## src/rtl/fetch_pkg.sv

```systemverilog
// rtl/fetch_pkg.sv - shared fetch-unit types, IR field positions and PC offsets
package fetch_pkg;

    typedef enum logic {
        IDLE = 1'b0,
        WAIT = 1'b1
    } fetch_state_t;

    localparam int COND_MSB  = 31;
    localparam int OP_LSB    = 26;
    localparam int FUNCT_LSB = 20;
    localparam int RN_LSB    = 16;
    localparam int RD_LSB    = 12;

    localparam int PC_STEP        = 4;
    localparam int PC_READ_OFFSET = 8;

endpackage

```

## src/rtl/instr_fetch.sv

```systemverilog
// rtl/instr_fetch.sv - multicycle fetch unit owning PC and IR, req/ack to instruction memory
module instr_fetch
    import fetch_pkg::*;
#(
    parameter int          XLEN     = 32,
    parameter logic [31:0] RESET_PC = 32'h0000_0000
) (
    input  logic            clk,
    input  logic            reset,
    input  logic            fetch_start,
    input  logic            pc_load,
    input  logic [XLEN-1:0] pc_target,
    output logic            mem_req,
    output logic [XLEN-1:0] mem_addr,
    input  logic            mem_ack,
    input  logic [XLEN-1:0] mem_rdata,
    output logic [XLEN-1:0] instr,
    output logic [3:0]      Cond,
    output logic [1:0]      Op,
    output logic [5:0]      Funct,
    output logic [3:0]      Rn,
    output logic [3:0]      Rd,
    output logic            instr_valid,
    output logic            busy,
    output logic [XLEN-1:0] pc,
    output logic [XLEN-1:0] instr_pc,
    output logic [XLEN-1:0] pc_plus8
);

    localparam logic [XLEN-1:0] RESET_PC_X = XLEN'(RESET_PC);
    localparam logic [XLEN-1:0] STEP       = XLEN'(PC_STEP);
    localparam logic [XLEN-1:0] READ_OFS   = XLEN'(PC_READ_OFFSET);

    fetch_state_t    state;
    logic            squash;
    logic [XLEN-1:0] target_aligned;

    assign target_aligned = {pc_target[XLEN-1:2], 2'b00};

    assign Cond  = instr[COND_MSB -: 4];
    assign Op    = instr[OP_LSB +: 2];
    assign Funct = instr[FUNCT_LSB +: 6];
    assign Rn    = instr[RN_LSB +: 4];
    assign Rd    = instr[RD_LSB +: 4];

    assign pc_plus8 = instr_pc + READ_OFS;

    always_ff @(posedge clk or negedge reset) begin
        if (!reset) begin
            state       <= IDLE;
            pc          <= RESET_PC_X;
            instr       <= '0;
            instr_pc    <= RESET_PC_X;
            mem_req     <= 1'b0;
            mem_addr    <= RESET_PC_X;
            instr_valid <= 1'b0;
            busy        <= 1'b0;
            squash      <= 1'b0;
        end else begin
            instr_valid <= 1'b0;
            case (state)
                IDLE: begin
                    if (fetch_start) begin
                        mem_addr <= pc_load ? target_aligned : pc;
                        mem_req  <= 1'b1;
                        busy     <= 1'b1;
                        squash   <= 1'b0;
                        state    <= WAIT;
                    end
                    if (pc_load) begin
                        pc <= target_aligned;
                    end
                end
                WAIT: begin
                    if (mem_ack) begin
                        // A redirect seen at any point of the fetch makes the returned word stale.
                        if (squash || pc_load) begin
                            if (pc_load) begin
                                pc <= target_aligned;
                            end
                        end else begin
                            instr       <= mem_rdata;
                            instr_pc    <= mem_addr;
                            pc          <= mem_addr + STEP;
                            instr_valid <= 1'b1;
                        end
                        mem_req <= 1'b0;
                        busy    <= 1'b0;
                        squash  <= 1'b0;
                        state   <= IDLE;
                    end else if (pc_load) begin
                        squash <= 1'b1;
                        pc     <= target_aligned;
                    end
                end
                default: state <= IDLE;
            endcase
        end
    end

endmodule

```

## config.mk

```make
export PLATFORM = sky130hd
export DESIGN_NAME = instr_fetch
export DESIGN_NICKNAME = d
export VERILOG_FILES = /design/src/rtl/fetch_pkg.sv /design/src/rtl/instr_fetch.sv
export SDC_FILE = /design/constraint.sdc
export NUM_CORES = 1
export LEC_CHECK = 0
export BUFFER_PORTS_ARGS = -buffer_cell sky130_fd_sc_hd__buf_2
export CAP_MARGIN = 20
export CORE_AREA = 5 5 117 119
export DETAILED_ROUTE_END_ITERATION = 10
export DIE_AREA = 0 0 122 124
export GPL_ROUTABILITY_DRIVEN = 1
export PLACE_DENSITY = 0.9
export SETUP_SLACK_MARGIN = 0.05
export SYNTH_ARGS = -nofsm -noshare
export SYNTH_HDL_FRONTEND = slang
export SYNTH_SLANG_ARGS = --single-unit
```

## constraint.sdc

```tcl
create_clock -name clk -period 2.7 [get_ports clk]
set_input_delay 0.27 -clock clk [delete_from_list [all_inputs] [get_ports clk]]
set_output_delay 0.27 -clock clk [all_outputs]
set_load 0.005 [all_outputs]
```

# --- Word-level counts from Yosys, hierarchy flattened ---
# Cells that the tools add are included.
word_totals:
  output_inout_bits: 183
  reg_bits: 132
  inputBits: 69
op_classes:
  n_mux: 17
  addsub: 2
  n_bitwise: 2
  eq_ne: 3
  reduce_logical: 5
op_table:
  columns: ["operator", "count"]
  rows:
  - ["$mux W32", 3]
  - ["$pmux W32 S2", 1]
  - ["$add A32 B3 Y32 const B", 1]
  - ["$add A32 B4 Y32 const B", 1]
  - ["$mux W1", 10]
  - ["$pmux W1 S2", 3]
  - ["$reduce_and A2 Y1", 3]
  - ["$ne A2 B2 Y1 const B", 2]
  - ["$ne A3 B3 Y1 const B", 1]
  - ["$reduce_and A3 Y1", 1]
  - ["$not A1 Y1", 2]
  - ["$logic_or A1 B1 Y1", 1]

# --- Logic depth before layout (Yosys ltp) ---
# Gate-level depths: netlist (run 1).
logic_depth:
  depth_word: 4
  ltp_mapped: 8
  ltp_nobuf: 5

# --- Least setup slack after synthesis (run 1) ---
# OpenSTA, ideal clock, no wires.
synth_path:
  path_type: "register to output"
  from: "reg instr_pc[4]"
  to: "out pc_plus8[29]"
  path_slack_ps: 894
  path_stages_with_launch: 6
  t_arrival_ps: 1536
  t_required_ps: 2430
  cell_sequence: "dfrtp_1 > ha_1 > nand4_1 > nor4_4 > nand4_1 > xnor2_1"
synth_between:
  elab_chain_len: 1
synth_rtl:
  columns: ["item", "line", "text"]
  rows:
  - ["start, declared", "instr_fetch.sv:26", "output logic [XLEN-1:0] instr_pc,"]
  - ["start signal, assigned", "instr_fetch.sv:83", "instr_pc <= mem_addr;"]
  - ["$add A32 B4 Y32", "instr_fetch.sv:46", "assign pc_plus8 = instr_pc + READ_OFS;"]
  - ["end, declared", "instr_fetch.sv:27", "output logic [XLEN-1:0] pc_plus8"]
# No other way between the ends.

# --- Worst setup path after layout (run 1) ---
layout_path:
  from: "reg instr_pc[5]"
  to: "out pc_plus8[30]"
# Same word-level chain as after synthesis.

==> summary.md, run 1 <==
| Metric | Value |
|---|---|
| Placeable Area | 12500 um2 |
| Fin area | 8370 um2 |
| Clock latency on the worst-skew pair | 0.41 ns |
| Register area share after synthesis | 0.506 |
| Flop2flop setup slack | 0.58 ns |
| CP endpoint kind | primary output |
| Worst EP arrival | 2.23 ns |
| Initial antenna violation count | 0 |
| CTS Buffer Depth | 2 |
| Post-synth ARST share | 1.00 |
| TNS Setup | 0 ns |
| Synthesized area per cell | 9.17 um2 |
| Row count | 41 |
| R2R cell count | 5 |
| Die area | 15100 um2 |
| Number of vias per cell | 5.40 |
| Grt ovf | 0 |
| Static leakage | 4.44 nW |
| Fin crit share | 0.925 |
| Yosys cell types | 46 |
| H-tree depth | 4 |
| Dominant synthesized flop cell | dfrtp_1 |
| Ant diodes | 0 |
| Fill count | 953 |
| Routed WL | 18600 um |
| Status | completed |
| Die Y | 124 um |
| CTS root buf | clkbuf_16 |
| Antenna Nets Post-Route | 0 |
| Slew @ Worst Pin | 0.694 ns |
| Area of the mapped netlist | 6530 um2 |
| Skew final | 0.00625 ns |
| Clock transition at path regs | 0.06 ns |
| Hold Path Class | input port to register |
| Critical path capture point | pc_plus8[30] |
| Die Width | 122 um |
| Ports | 252 |
| Number of synthesized register bits | 132 |
| DRC viols | 0 |
| Yosys warns | 0 |
| Post-synth EDFFs | 0 |
| GPL Wtd Cong | 0.859 |
| Critical R2R Launch | mem_addr[6] |
| Critical path origin | instr_pc[5] |
| Pwr/cell area | 910 nW/um2 |
| Crit path launch type | register |
| CTS tree | done |
| Slew margin rel. | 0.538 |
| Net count after synthesis | 783 |
| CP Class | register to primary output |
| Area added between synthesis and finish | 28.3% |
| Clk sink count | 132 |
| Final min period | 2.50 ns |
| RSZ-0062 raised after global routing | yes |
| Max Cap Viol | 0 |
| IO buf count | 249 |
| CTS Buf Count | 17 |
| Placed cell area | 7700 um2 |
| Final nets | 991 |
| Post-Syn Instances | 712 |
| Pre-Repair DR Iteration Count | 5 |
| Fmax | 0.400 GHz |
| Vias in the first global route | 5761 |
| Layout cells sized above 1 | 0.329 |
| Largest net degree at the start of global routing | 111 |
| GRT Overall Usage | 0.247 |
| DR vias | 5965 |
| Maximum vdd ir drop | 0.529 mV |
| Post-DP HPWL | 13200 um |
| First-pass GRT wire length | 29300 um |
| DR iter-0 viols | 500 |
| Worst reg2reg endpoint | pc[26] |
| Power Total | 0.00762 W |
| Slew Viols, Final | 0 |
| Wirelength per Cell | 16.8 um |
| Final Hold Vio Count | 0 |
| CP Data Required Time | 2.43 ns |
| Starting Density | 0.524 |
| Endpoints failing setup | 0 |
| Critical-path maximum fanout | 7 |
| Worst hold slack | 0.0460 ns |
[routing by layer]
metal	track usage	share of wire	vias to the layer above	wire length, um
met5	0	0	-	0
met3	0.0631	0.070	31	1300
met2	0.413	0.50	267	9290
li1	-	-	2804	-
met4	0.102	0.023	0	425
met1	0.309	0.41	2863	7560
[layout make-up]
type	count	area, um2	area share
flip-flops and latches	132	3310	0.395
multi-input cells	501	2810	0.336
repair buffers	260	1360	0.163
clock buffers	20	467	0.0558
well taps	172	215	0.0257
clock inverters	12	176	0.0211
inverters	8	30.0	0.00359
[cells in the final DEF (no fill, tap or decap), drive strengths merged, types with 2 or more instances in the layout]
| cell type | n |
|---|---|
| buf | 259 |
| nand2 | 238 |
| dfrtp | 132 |
| o21ai | 42 |
| mux2i | 35 |
| nor2 | 25 |
| nand4 | 24 |
| xnor2 | 23 |
| clkbuf | 20 |
| nand3 | 17 |
| xor2 | 10 |
| and4 | 9 |
| and3 | 9 |
| a21oi | 9 |
| inv | 9 |
| nor4 | 9 |
| a211oi | 8 |
| nor3 | 6 |
| o31a | 5 |
| clkinv | 5 |
| a221oi | 4 |
| bufinv | 4 |
| o311a | 4 |
| nand2b | 4 |
| or3 | 2 |
| a311oi | 2 |
| a21o | 2 |
| clkinvlp | 2 |
| ha | 2 |
[how the worst min path moves through the flow]
stage                        from   endpoint  depth (start not counted)
global route        mem_rdata[13]  instr[13]                          3
CTS                  mem_rdata[5]   instr[5]                          3
floorplan                   reset       busy                          0
global placement            reset  instr[31]                          1
finish              mem_rdata[15]  instr[15]                          3
detailed placement          reset  instr[31]                          1
[Yosys cell counts, types with 2 or more instances]
cell type | count | share of area
clkbuf_1 | 13 | 0.0075
a21oi_1 | 9 | 0.0069
xnor2_1 | 23 | 0.031
o31a_1 | 3 | 0.0040
nand4_4 | 3 | 0.0098
buf_1 | 12 | 0.0069
nor3_1 | 6 | 0.0046
buf_4 | 28 | 0.032
buf_2 | 17 | 0.013
o31a_2 | 2 | 0.0031
nand4_1 | 20 | 0.019
a21o_1 | 2 | 0.0023
and4_1 | 9 | 0.012
nor2_1 | 25 | 0.014
inv_1 | 8 | 0.0046
or3_1 | 2 | 0.0019
nor4_4 | 2 | 0.0065
ha_1 | 2 | 0.0038
a211oi_1 | 8 | 0.0092
mux2i_1 | 35 | 0.054
nand2b_1 | 4 | 0.0038
nand3_1 | 17 | 0.013
a221oi_1 | 4 | 0.0054
and3_1 | 9 | 0.0086
o311a_1 | 3 | 0.0046
a311oi_1 | 2 | 0.0027
nand2_1 | 238 | 0.14
dfrtp_1 | 132 | 0.51
nor4_1 | 7 | 0.0067
o21ai_0 | 42 | 0.032
xor2_1 | 10 | 0.013
[flip-flops by register name (all words and copies together) (netlist names)]
register	count
state	1
instr	32
mem_addr	32
pc	32
instr_valid	1
instr_pc	32
squash	1
busy	1
[through the flow]
stage / utilization / worst slack (ns) / cells
floorplan: - / 0.894 / 712
global route: 0.671 / 0.0411 / 1105
detailed placement: 0.618 / 0.454 / 1071
global placement: 0.618 / 0.510 / 1071
finish: 0.671 / 0.202 / 1105
CTS: 0.670 / 0.0762 / 1104
[report_power, final]
part	switching, W	internal [W]	leakage [nW]
Combinational	0.000994	0.000973	2.49
Sequential	0.000677	0.00251	1.63
Clock	0.000846	0.00162	0.312
[worst max-delay path: stages (launching register included)]
cell and delay [ns]:
dfrtp_1 0.45, nand4_1 0.33, nor4_4 0.35, buf_4 0.22, nand3_1 0.12, xnor2_1 0.20
buf_2 0.15
[kinds of logic (layout without fill, tap and decap cells)]
family | count (synthesis) | count (layout) | share of synthesized area
AND/OR/NAND/NOR | 346 | 346 | 0.243
multiplexers | 35 | 35 | 0.0537
adder cells (fa/ha/maj) | 2 | 2 | 0.00383
XOR/XNOR | 33 | 33 | 0.0443
flip-flops | 132 | 132 | 0.506
buffers and inverters | 79 | 300 | 0.0660
AO/OA/AOI/OAI | 85 | 85 | 0.0828
[what timing repair did]
| item | 4_1_cts | 5_1_grt |
|---|---|---|
| endpoints found under the setup margin | 2 | 12 |
| buffers inserted | 0 | 1 |
| pin swaps | 1 | 1 |
| endpoints found under the hold margin | 73 | 0 |
| cloned | 0 | 0 |
| gates resized for setup | 0 | 3 |
| hold buffers | 1 | 0 |
Note: power is estimated with default switching activity, not from simulation.
==> run 2, diff against run 1 <==
==> constraint.sdc (replaced) <==
create_clock -name clk -period 3.1 [get_ports clk]
set_input_delay 0.31 -clock clk [delete_from_list [all_inputs] [get_ports clk]]
set_output_delay 0.31 -clock clk [all_outputs]
set_load 0.005 [all_outputs]
==> summary.md, run 2 (same netlist as run 1, synthesis figures left out) <==
| Metric | Value |
|---|---|
| IO buf count | 249 (unchanged) |
| CTS Buf Count | 17 (unchanged) |
| Area added between synthesis and finish | 28.5% |
| Worst path top cell family by delay | simple AND/OR/NAND/NOR gates |
| Slew Viols, Final | 0 (unchanged) |
| Wirelength per Cell | 16.8 um (+0.17%) |
| Die area | 15100 um2 (unchanged) |
| Slew margin rel. | 0.547 (+0.00974) |
| Maximum vdd ir drop | 0.408 mV (-23%) |
| Status | completed |
| CTS root buf | clkbuf_16 |
| Fin crit share | 0.905 |
| Ports | 252 (unchanged) |
| Slew @ Worst Pin | 0.679 ns (-0.0146 ns) |
| Clock latency on the worst-skew pair | 0.41 ns (about the same) |
| Crit path largest cell delay | 0.49 ns (+0.04 ns) |
| Die Y | 124 um (unchanged) |
| CP dominant cell by count | nand4_1 |
| CTS tree | done |
| RSZ-0062 raised after global routing | no |
| CP endpoint kind | primary output |
| Initial antenna violation count | 1 (+1) |
| Row count | 41 (unchanged) |
| Static leakage | 4.45 nW (+0.16%) |
| Routed WL | 18600 um (+0.17%) |
| Number of vias per cell | 5.44 (+0.84%) |
| Max stage delay cell, worst path | dfrtp_1 |
| Grt ovf | 0 (unchanged) |
| Skew final | 0.00643 ns (+0.000176 ns) |
| DR iter-0 viols | 573 (+15%) |
| Post-DP HPWL | 13300 um (+0.34%) |
| Hold Path Class | input port to register |
| Critical-path maximum fanout | 8 (+1) |
| DR vias | 6015 (+0.84%) |
| Final Hold Vio Count | 0 (unchanged) |
| Placed cell area | 7690 um2 (-0.19%) |
| Clock transition at path regs | 0.06 ns (about the same) |
| TNS Setup | 0 ns (unchanged) |
| CP Data Required Time | 2.79 ns (+0.36 ns) |
| H-tree depth | 4 (unchanged) |
| Setup ws final | 0.295 ns (+0.0929 ns) |
| Die Width | 122 um (unchanged) |
| Placeable Area | 12500 um2 (unchanged) |
| Buf+Inv Stages, Crit Path | 2 (unchanged) |
| Fmax | 0.356 GHz |
| GPL Wtd Cong | 0.882 (+2.7%) |
| CP Class | register to primary output |
| CTS Buffer Depth | 2 (unchanged) |
| Starting Density | 0.524 (unchanged) |
| DRC viols | 0 (unchanged) |
| Fin area | 8390 um2 (+0.19%) |
| Vias in the first global route | 5744 (-0.30%) |
| First-pass GRT wire length | 29300 um (unchanged) |
| GRT Overall Usage | 0.248 (+0.000785) |
| Crit path launch type | register |
| Final nets | 991 (unchanged) |
| Largest net degree at the start of global routing | 69 (-38%) |
| Layout cells sized above 1 | 0.323 (-0.00608) |
| Most frequent cells in the layout | 248 x buf_2, 238 x nand2_1, 132 x dfrtp_1 |
| Place WS | 0.598 ns (+0.144 ns) |
| Clk sink count | 132 (unchanged) |
| Worst path cell trace | ha_1 > nand4_1 > nor4_4 > buf_4 > nand4_1 > xnor2_1 > buf_2 |
| Pwr/cell area | 798 nW/um2 (-12%) |
| Max Cap Viol | 0 (unchanged) |
| Final min period | 2.81 ns |
| Commonest non-fill, non-tap cell in the layout | buf_2 |
| Worst EP arrival | 2.50 ns (+0.27 ns) |
| Pre-Repair DR Iteration Count | 6 (+1) |
| Endpoints failing setup | 0 (unchanged) |
| Antenna Nets Post-Route | 0 (unchanged) |
run 2: changes by cell type in the layout (fill, tap and decap cells not counted), moves of 2 or more:
cell and change:
clkinv_4 -2, clkbuf_1 +2, dfrtp_1 +2, dfrtp_2 -2
run 2: repair_timing:
item                       CTS  global route
setup buffers                0             2
resized for setup            0             0
hold endpoints to repair    67             0
hold buffers                 1             0
setup endpoints to repair    0             1
run 2: stage by stage:
stage                util  power [W]  hold slack (ns)  std cells
global route        0.673    0.00708           0.0714       1105
detailed placement  0.617    0.00452            0.349       1069
floorplan               -    0.00358           0.0144        712
finish              0.673    0.00669           0.0856       1105
global placement    0.617    0.00443            0.346       1069
CTS                 0.670    0.00673           0.0697       1101
run 2: worst reg2reg max path: stages, from the launching register on:
cell and delay [ns]:
dfrtp_1 0.44, ha_1 0.26, and4_1 0.38, nand4_2 0.40, or3_1 0.48, o211a_1 0.24
run 2: area by class of cell:
type	instances	area [um2]
Fill cell	987	4080
Sequential cell	132	3300
Multi-Input combinational cell	501	2810
Clock buffer	22	474
Tap cell	172	215
Inverter	8	30.0
Timing Repair Buffer	260	1380
Antenna cell	1	2.50
Clock inverter	9	175
run 2: metal layers:
layer / wire, um / track usage / up-vias
met5: 0 / 0 / -
met4: 406 / 0.104 / 0
met3: 1470 / 0.0559 / 35
met2: 9430 / 0.419 / 306
met1: 7290 / 0.310 / 2877
li1: - / - / 2797
run 2: final timing paths:
path	from	endpoint	slack, ns	depth (start not counted)
min in group asynchronous	reset	pc[5]	0.45	2
max in group asynchronous	reset	instr_pc[22]	1.87	3
hold / removal	mem_rdata[1]	instr[1]	0.09	3
hold reg to reg	instr[1]	instr[1]	0.47	2
setup / recovery	instr_pc[4]	pc_plus8[31]	0.29	7
setup reg to reg	mem_addr[2]	pc[26]	0.79	5
run 2: power breakdown:
part	leakage (nW)	internal [W]	switching, W	total, W
sequential	1.63	0.00219	0.000577	0.00276
combinational	2.50	0.000858	0.000877	0.00173
clock	0.312	0.00148	0.000709	0.00219
total	4.45	0.00453	0.00216	0.00669
